`config.mk`:
```
export PLATFORM = sky130hd
export DESIGN_NAME = vga_timing_gen
export DESIGN_NICKNAME = d
export VERILOG_FILES = /design/src/rtl/vga_timing_gen.sv
export SDC_FILE = /design/constraint.sdc
export NUM_CORES = 1
export LEC_CHECK = 0
export CORE_ASPECT_RATIO = 0.75
export CORE_MARGIN = 2
export CORE_UTILIZATION = 55
export DETAILED_ROUTE_END_ITERATION = 6
export DONT_BUFFER_PORTS = 1
export PLACE_DENSITY = 0.72
export SETUP_SLACK_MARGIN = 0.15
export SLEW_MARGIN = 5
export SYNTH_ARGS = -nofsm -noshare
export SYNTH_HDL_FRONTEND = slang
export SYNTH_SLANG_ARGS = --single-unit
export TNS_END_PERCENT = 10
```
`constraint.sdc`:
```
create_clock -name dclk -period 1.8 [get_ports dclk]
set_clock_uncertainty 0.15 [all_clocks]
set_input_delay 0.36 -clock dclk [delete_from_list [all_inputs] [get_ports dclk]]
set_output_delay 0.36 -clock dclk [all_outputs]
set_load 0.05 [all_outputs]
```
`src/rtl/vga_timing_gen.sv`:
```
// Parametrised VGA raster timing generator with latency-matched pixel output stage.
// Sync/de/colour lag x/y by PIX_LAT+1 en-cycles; display mode changes apply at frame boundaries.
module vga_timing_gen #(
  parameter int H_ACTIVE = 640,
  parameter int H_FP     = 16,
  parameter int H_SYNC   = 96,
  parameter int H_BP     = 48,
  parameter int V_ACTIVE = 480,
  parameter int V_FP     = 10,
  parameter int V_SYNC   = 2,
  parameter int V_BP     = 29,
  parameter int HS_POL   = 0,
  parameter int VS_POL   = 0,
  parameter int COLOR_W  = 4,
  parameter int PIX_LAT  = 1
) (
  input  logic               dclk,
  input  logic               rst_n,
  input  logic               en,
  input  logic [1:0]         mode,
  input  logic [COLOR_W-1:0] pix_r,
  input  logic [COLOR_W-1:0] pix_g,
  input  logic [COLOR_W-1:0] pix_b,
  output logic [10:0]        x,
  output logic [10:0]        y,
  output logic               line_start,
  output logic               frame_start,
  output logic               hsync,
  output logic               vsync,
  output logic               de,
  output logic [COLOR_W-1:0] red,
  output logic [COLOR_W-1:0] green,
  output logic [COLOR_W-1:0] blue
);

  localparam int H_TOT = H_SYNC + H_BP + H_ACTIVE + H_FP;
  localparam int V_TOT = V_SYNC + V_BP + V_ACTIVE + V_FP;

  localparam logic [10:0] H_LAST = 11'(H_TOT - 1);
  localparam logic [10:0] V_LAST = 11'(V_TOT - 1);
  localparam logic [10:0] HS_END = 11'(H_SYNC);
  localparam logic [10:0] VS_END = 11'(V_SYNC);
  localparam logic [10:0] HA0    = 11'(H_SYNC + H_BP);
  localparam logic [10:0] HA1    = 11'(H_SYNC + H_BP + H_ACTIVE);
  localparam logic [10:0] VA0    = 11'(V_SYNC + V_BP);
  localparam logic [10:0] VA1    = 11'(V_SYNC + V_BP + V_ACTIVE);

  localparam logic HS_ON = (HS_POL != 0);
  localparam logic VS_ON = (VS_POL != 0);

  localparam logic [COLOR_W-1:0] WIN_R  = COLOR_W'(0);
  localparam logic [COLOR_W-1:0] WIN_G  = COLOR_W'(7);
  localparam logic [COLOR_W-1:0] WIN_B  = COLOR_W'(1);
  localparam logic [COLOR_W-1:0] LOSE_R = COLOR_W'(15);
  localparam logic [COLOR_W-1:0] LOSE_G = COLOR_W'(1);
  localparam logic [COLOR_W-1:0] LOSE_B = COLOR_W'(0);

  logic [10:0] hc;
  logic [10:0] vc;
  logic        h_wrap;
  logic        v_wrap;
  logic        act_now;
  logic [1:0]  mode_q;

  // Raw timing flags carried down the alignment pipe: [2]=hsync active, [1]=vsync active, [0]=act
  logic [2:0]  s1;
  logic [2:0]  dly_out;

  logic [COLOR_W-1:0] red_next;
  logic [COLOR_W-1:0] green_next;
  logic [COLOR_W-1:0] blue_next;

  assign h_wrap  = (hc == H_LAST);
  assign v_wrap  = (vc == V_LAST);
  assign act_now = (hc >= HA0) && (hc < HA1) && (vc >= VA0) && (vc < VA1);

  always_ff @(posedge dclk) begin
    if (!rst_n) begin
      hc <= '0;
      vc <= '0;
    end else if (en) begin
      if (h_wrap) begin
        hc <= '0;
        vc <= v_wrap ? '0 : vc + 11'd1;
      end else begin
        hc <= hc + 11'd1;
      end
    end
  end

  always_ff @(posedge dclk) begin
    if (!rst_n) begin
      x           <= '0;
      y           <= '0;
      line_start  <= 1'b0;
      frame_start <= 1'b0;
      s1          <= '0;
    end else if (en) begin
      x           <= act_now ? hc - HA0 : '0;
      y           <= act_now ? vc - VA0 : '0;
      line_start  <= (hc == '0);
      frame_start <= (hc == '0) && (vc == '0);
      s1          <= {hc < HS_END, vc < VS_END, act_now};
    end
  end

  // Shadowed so a mode write never tears the frame being scanned out
  always_ff @(posedge dclk) begin
    if (!rst_n) begin
      mode_q <= 2'd3;
    end else if (en && h_wrap && v_wrap) begin
      mode_q <= mode;
    end
  end

  generate
    if (PIX_LAT == 0) begin : g_nodly
      assign dly_out = s1;
    end else begin : g_dly
      logic [2:0] sr [PIX_LAT];
      always_ff @(posedge dclk) begin
        if (!rst_n) begin
          for (int i = 0; i < PIX_LAT; i++) sr[i] <= '0;
        end else if (en) begin
          sr[0] <= s1;
          for (int i = 1; i < PIX_LAT; i++) sr[i] <= sr[i-1];
        end
      end
      assign dly_out = sr[PIX_LAT-1];
    end
  endgenerate

  always_comb begin
    red_next   = '0;
    green_next = '0;
    blue_next  = '0;
    if (dly_out[0]) begin
      case (mode_q)
        2'd0: begin
          red_next   = pix_r;
          green_next = pix_g;
          blue_next  = pix_b;
        end
        2'd1: begin
          red_next   = WIN_R;
          green_next = WIN_G;
          blue_next  = WIN_B;
        end
        2'd2: begin
          red_next   = LOSE_R;
          green_next = LOSE_G;
          blue_next  = LOSE_B;
        end
        default: begin
          red_next   = '0;
          green_next = '0;
          blue_next  = '0;
        end
      endcase
    end
  end

  always_ff @(posedge dclk) begin
    if (!rst_n) begin
      hsync <= ~HS_ON;
      vsync <= ~VS_ON;
      de    <= 1'b0;
      red   <= '0;
      green <= '0;
      blue  <= '0;
    end else if (en) begin
      hsync <= dly_out[2] ? HS_ON : ~HS_ON;
      vsync <= dly_out[1] ? VS_ON : ~VS_ON;
      de    <= dly_out[0];
      red   <= red_next;
      green <= green_next;
      blue  <= blue_next;
    end
  end

endmodule

```
==> metrics.cfg <==
[floorplan]
ios = 56
die_area_um2 = 6470
dieHeight_um = 70.2
core.rowCount = 24
coreArea_um2 = 5740
die_width_um = 92.2
start_util_pct = 56.0

[critical_path]
r2r_start = hc[4]
crit_top_cell = or3_4
path_buf_inv = 1
crit_start = hc[4]
cp-end-kind = register
cp_max_fo = 7
cp_slowest_stage_delay_ns = 0.41
critPathTopFamily = simple AND/OR/NAND/NOR gates
crit_slowest_cell = or3_4
worst-endpoint-arrival_ns = 2.02
crit_required_ns = 1.94
critPathKind = reg -> reg
path_cells = or3_4 -> nor2_4 -> o221ai_2 -> or3_4 -> buf_4 -> o21ai_2
crit_path_start_kind = register

[yosys]
yosysMostFrequentCell = dfxtp_1
synth_ff_type = dfxtp_1
synth_top_family_by_area = simple AND/OR/NAND/NOR gates
yosys-top-cells-count = 66 x dfxtp_1, 61 x nand2_1, 25 x nor2_1
synth-edff-count = 3
async_reset_ff_share_pct = 0
yosys-top-cells-area = dfxtp_1 41%, nand2_1 7.1%, o21ai_2 4.9%
synth_fa_ha_area_share_pct = 4.68
synth_xor_area_share_pct = 5.73
syn_nets = 398
yosysTopAreaCell = dfxtp_1
ys_types = 45
synth_cells = 369
yosys.area_share.simple_pct = 23.8
synth_compound_area_share_pct = 15.8
syn_area_um2 = 3210
synth.area.mux_share_pct = 0.624
ys_seq_area_share_pct = 44.0
avgSynthCellArea_um2 = 8.70
ys_ff_latch = 69
ys_warn_count = 0
yosysTopAreaCellShare_pct = 41.2

[hold_path]
hp-class = in -> reg
hold_start = mode[0]

[cells_and_area]
fin_util_pct = 69.0
nets = 443
layout.cells.non_filler = 497
fin_area_um2 = 3960
area_growth_pct = 23.3
drive_above_1_share_pct = 28.6
diodes = 0

[timing]
tightest_slew_ns = 0.624
relSlewSlack_pct = 58.2
max_freq_ghz = 0.531
setup_ws_ns = -0.0817
min_period_over_period_pct = 105
rsz0062_at_grt = yes
timing.hold.ws_ns = 0.0108
final.min_clock_period_ns = 1.88
hold_viol_final = 0
finalSetupTns_ns = -1.14
setup_viol = 23
report.final.slew_viol_count = 0

[global_routing]
grt.total_usage_pct = 24.8
antenna_found_initial = 0
grt_overflow = 0
grt_max_degree = 25
grt_pass1_wl_mm = 12.4
grt_pass1_vias = 2609

[detailed_routing]
antenna_left = 0
wire_per_inst_um = 15.4
routed_wl_mm = 7.63
drt-initial-drc-count = 123
vias = 2735
dr.pass1.iters = 4
avgViaCountPerCell = 5.50
drcViolationCount = 0

[clock_network]
numCtsBuffers = 9
clk_path_buf_depth = 2
cts_tree = built
clk_pin_slew_ns = 0.09
htreeDepth = 3
clock_latency_ns = 0.35
cts_root_buf = clkbuf_8
numClockSinks = 69

[run_status]
outcome = finished, violations left
violations = negative setup slack

[power]
leakagePower_nw = 1.58
powerDensity_nw_per_um2 = 708
power_mw = 2.80
peakVddDrop_v = 0.000377

[placement]
gp_congestion = 0.857
post_dp_cell_area_um2 = 3620
port_buffers = 0
hpwl_mm = 5.29
dp_cells = 474
dp_slack_ns = -0.134

[run]
cap_viol_max_count = 0

worst register-to-register path, stage by stage, from the launching register on:
cell and delay (ns):
dfxtp_2 0.33, or3_4 0.41, nor2_4 0.11, o221ai_2 0.10, or3_4 0.41, buf_4 0.19, o21ai_2 0.12
flip-flops by register name (all words and copies together), names as in the netlist, 2 cells and up:
register / flops
blue: 4
green: 4
hc: 11
g_dly.sr: 3
y: 11
mode_q: 2
x: 11
vc: 11
s1: 3
red: 4
cell usage in the layout, fill, tap and decap left out, types with 8 or more instances in the layout:
master,count
a21oi_1,12
and3_1,8
buf_4,51
clkbuf_8,9
dfxtp_1,57
ha_1,9
inv_1,15
nand2_1,60
nand3_1,8
nand4_1,9
nor2_1,22
o21ai_0,19
o21ai_2,20
xnor2_1,15
report_power, final:
part / internal [mW] / total [mW] / switching (mW)
clock: 0.503 / 1.13 / 0.632
sequential: 1.55 / 1.59 / 0.0352
combinational: 0.0326 / 0.0797 / 0.0472
layout make-up:
class / count / area [um^2]
fillers: 478 / 1780
flip-flops and latches: 69 / 1430
clock inverters: 7 / 51.3
clock buffers: 9 / 124
multi-input cells: 261 / 1740
well taps: 78 / 97.6
repair buffers: 58 / 465
inverters: 15 / 56.3
final timing paths:
| kind | depth (start not counted) | slack (ns) | end |
|---|---|---|---|
| hold reg to reg | 2 | 0.30 | s1[0] |
| setup reg to reg | 6 | -0.08 | y[4] |
| hold / removal | 2 | 0.01 | mode_q[0] |
| setup / recovery | 6 | -0.08 | y[4] |
metal layers:
| metal | part of all wire (%) | global-route usage [%] | up-vias |
|---|---|---|---|
| li1 | - | - | 1346 |
| met1 | 46 | 33.6 | 1290 |
| met2 | 45 | 36.7 | 84 |
| met3 | 6.5 | 8.74 | 15 |
| met4 | 1.9 | 8.96 | 0 |
| met5 | 0 | 0 | - |
cell families (layout without fill, tap and decap cells):
logic type / Yosys count / count (layout)
AOI/OAI and AO/OA: 74 / 74
adders and majority gates: 12 / 12
muxes: 2 / 2
DFF: 69 / 69
and+or+nand+nor: 152 / 152
buffers and inverters: 39 / 89
xor gates and xnor gates: 21 / 21
timing repair:
action                                 CTS  global route
setup endpoints to repair               39            50
gates resized for setup                 11            22
endpoints found under the hold margin   16             2
hold buffers                             2             2
setup buffers                            0             3
gates cloned                             0             0
pin swaps                                5            12
Note: power is estimated with default switching activity, not from simulation.
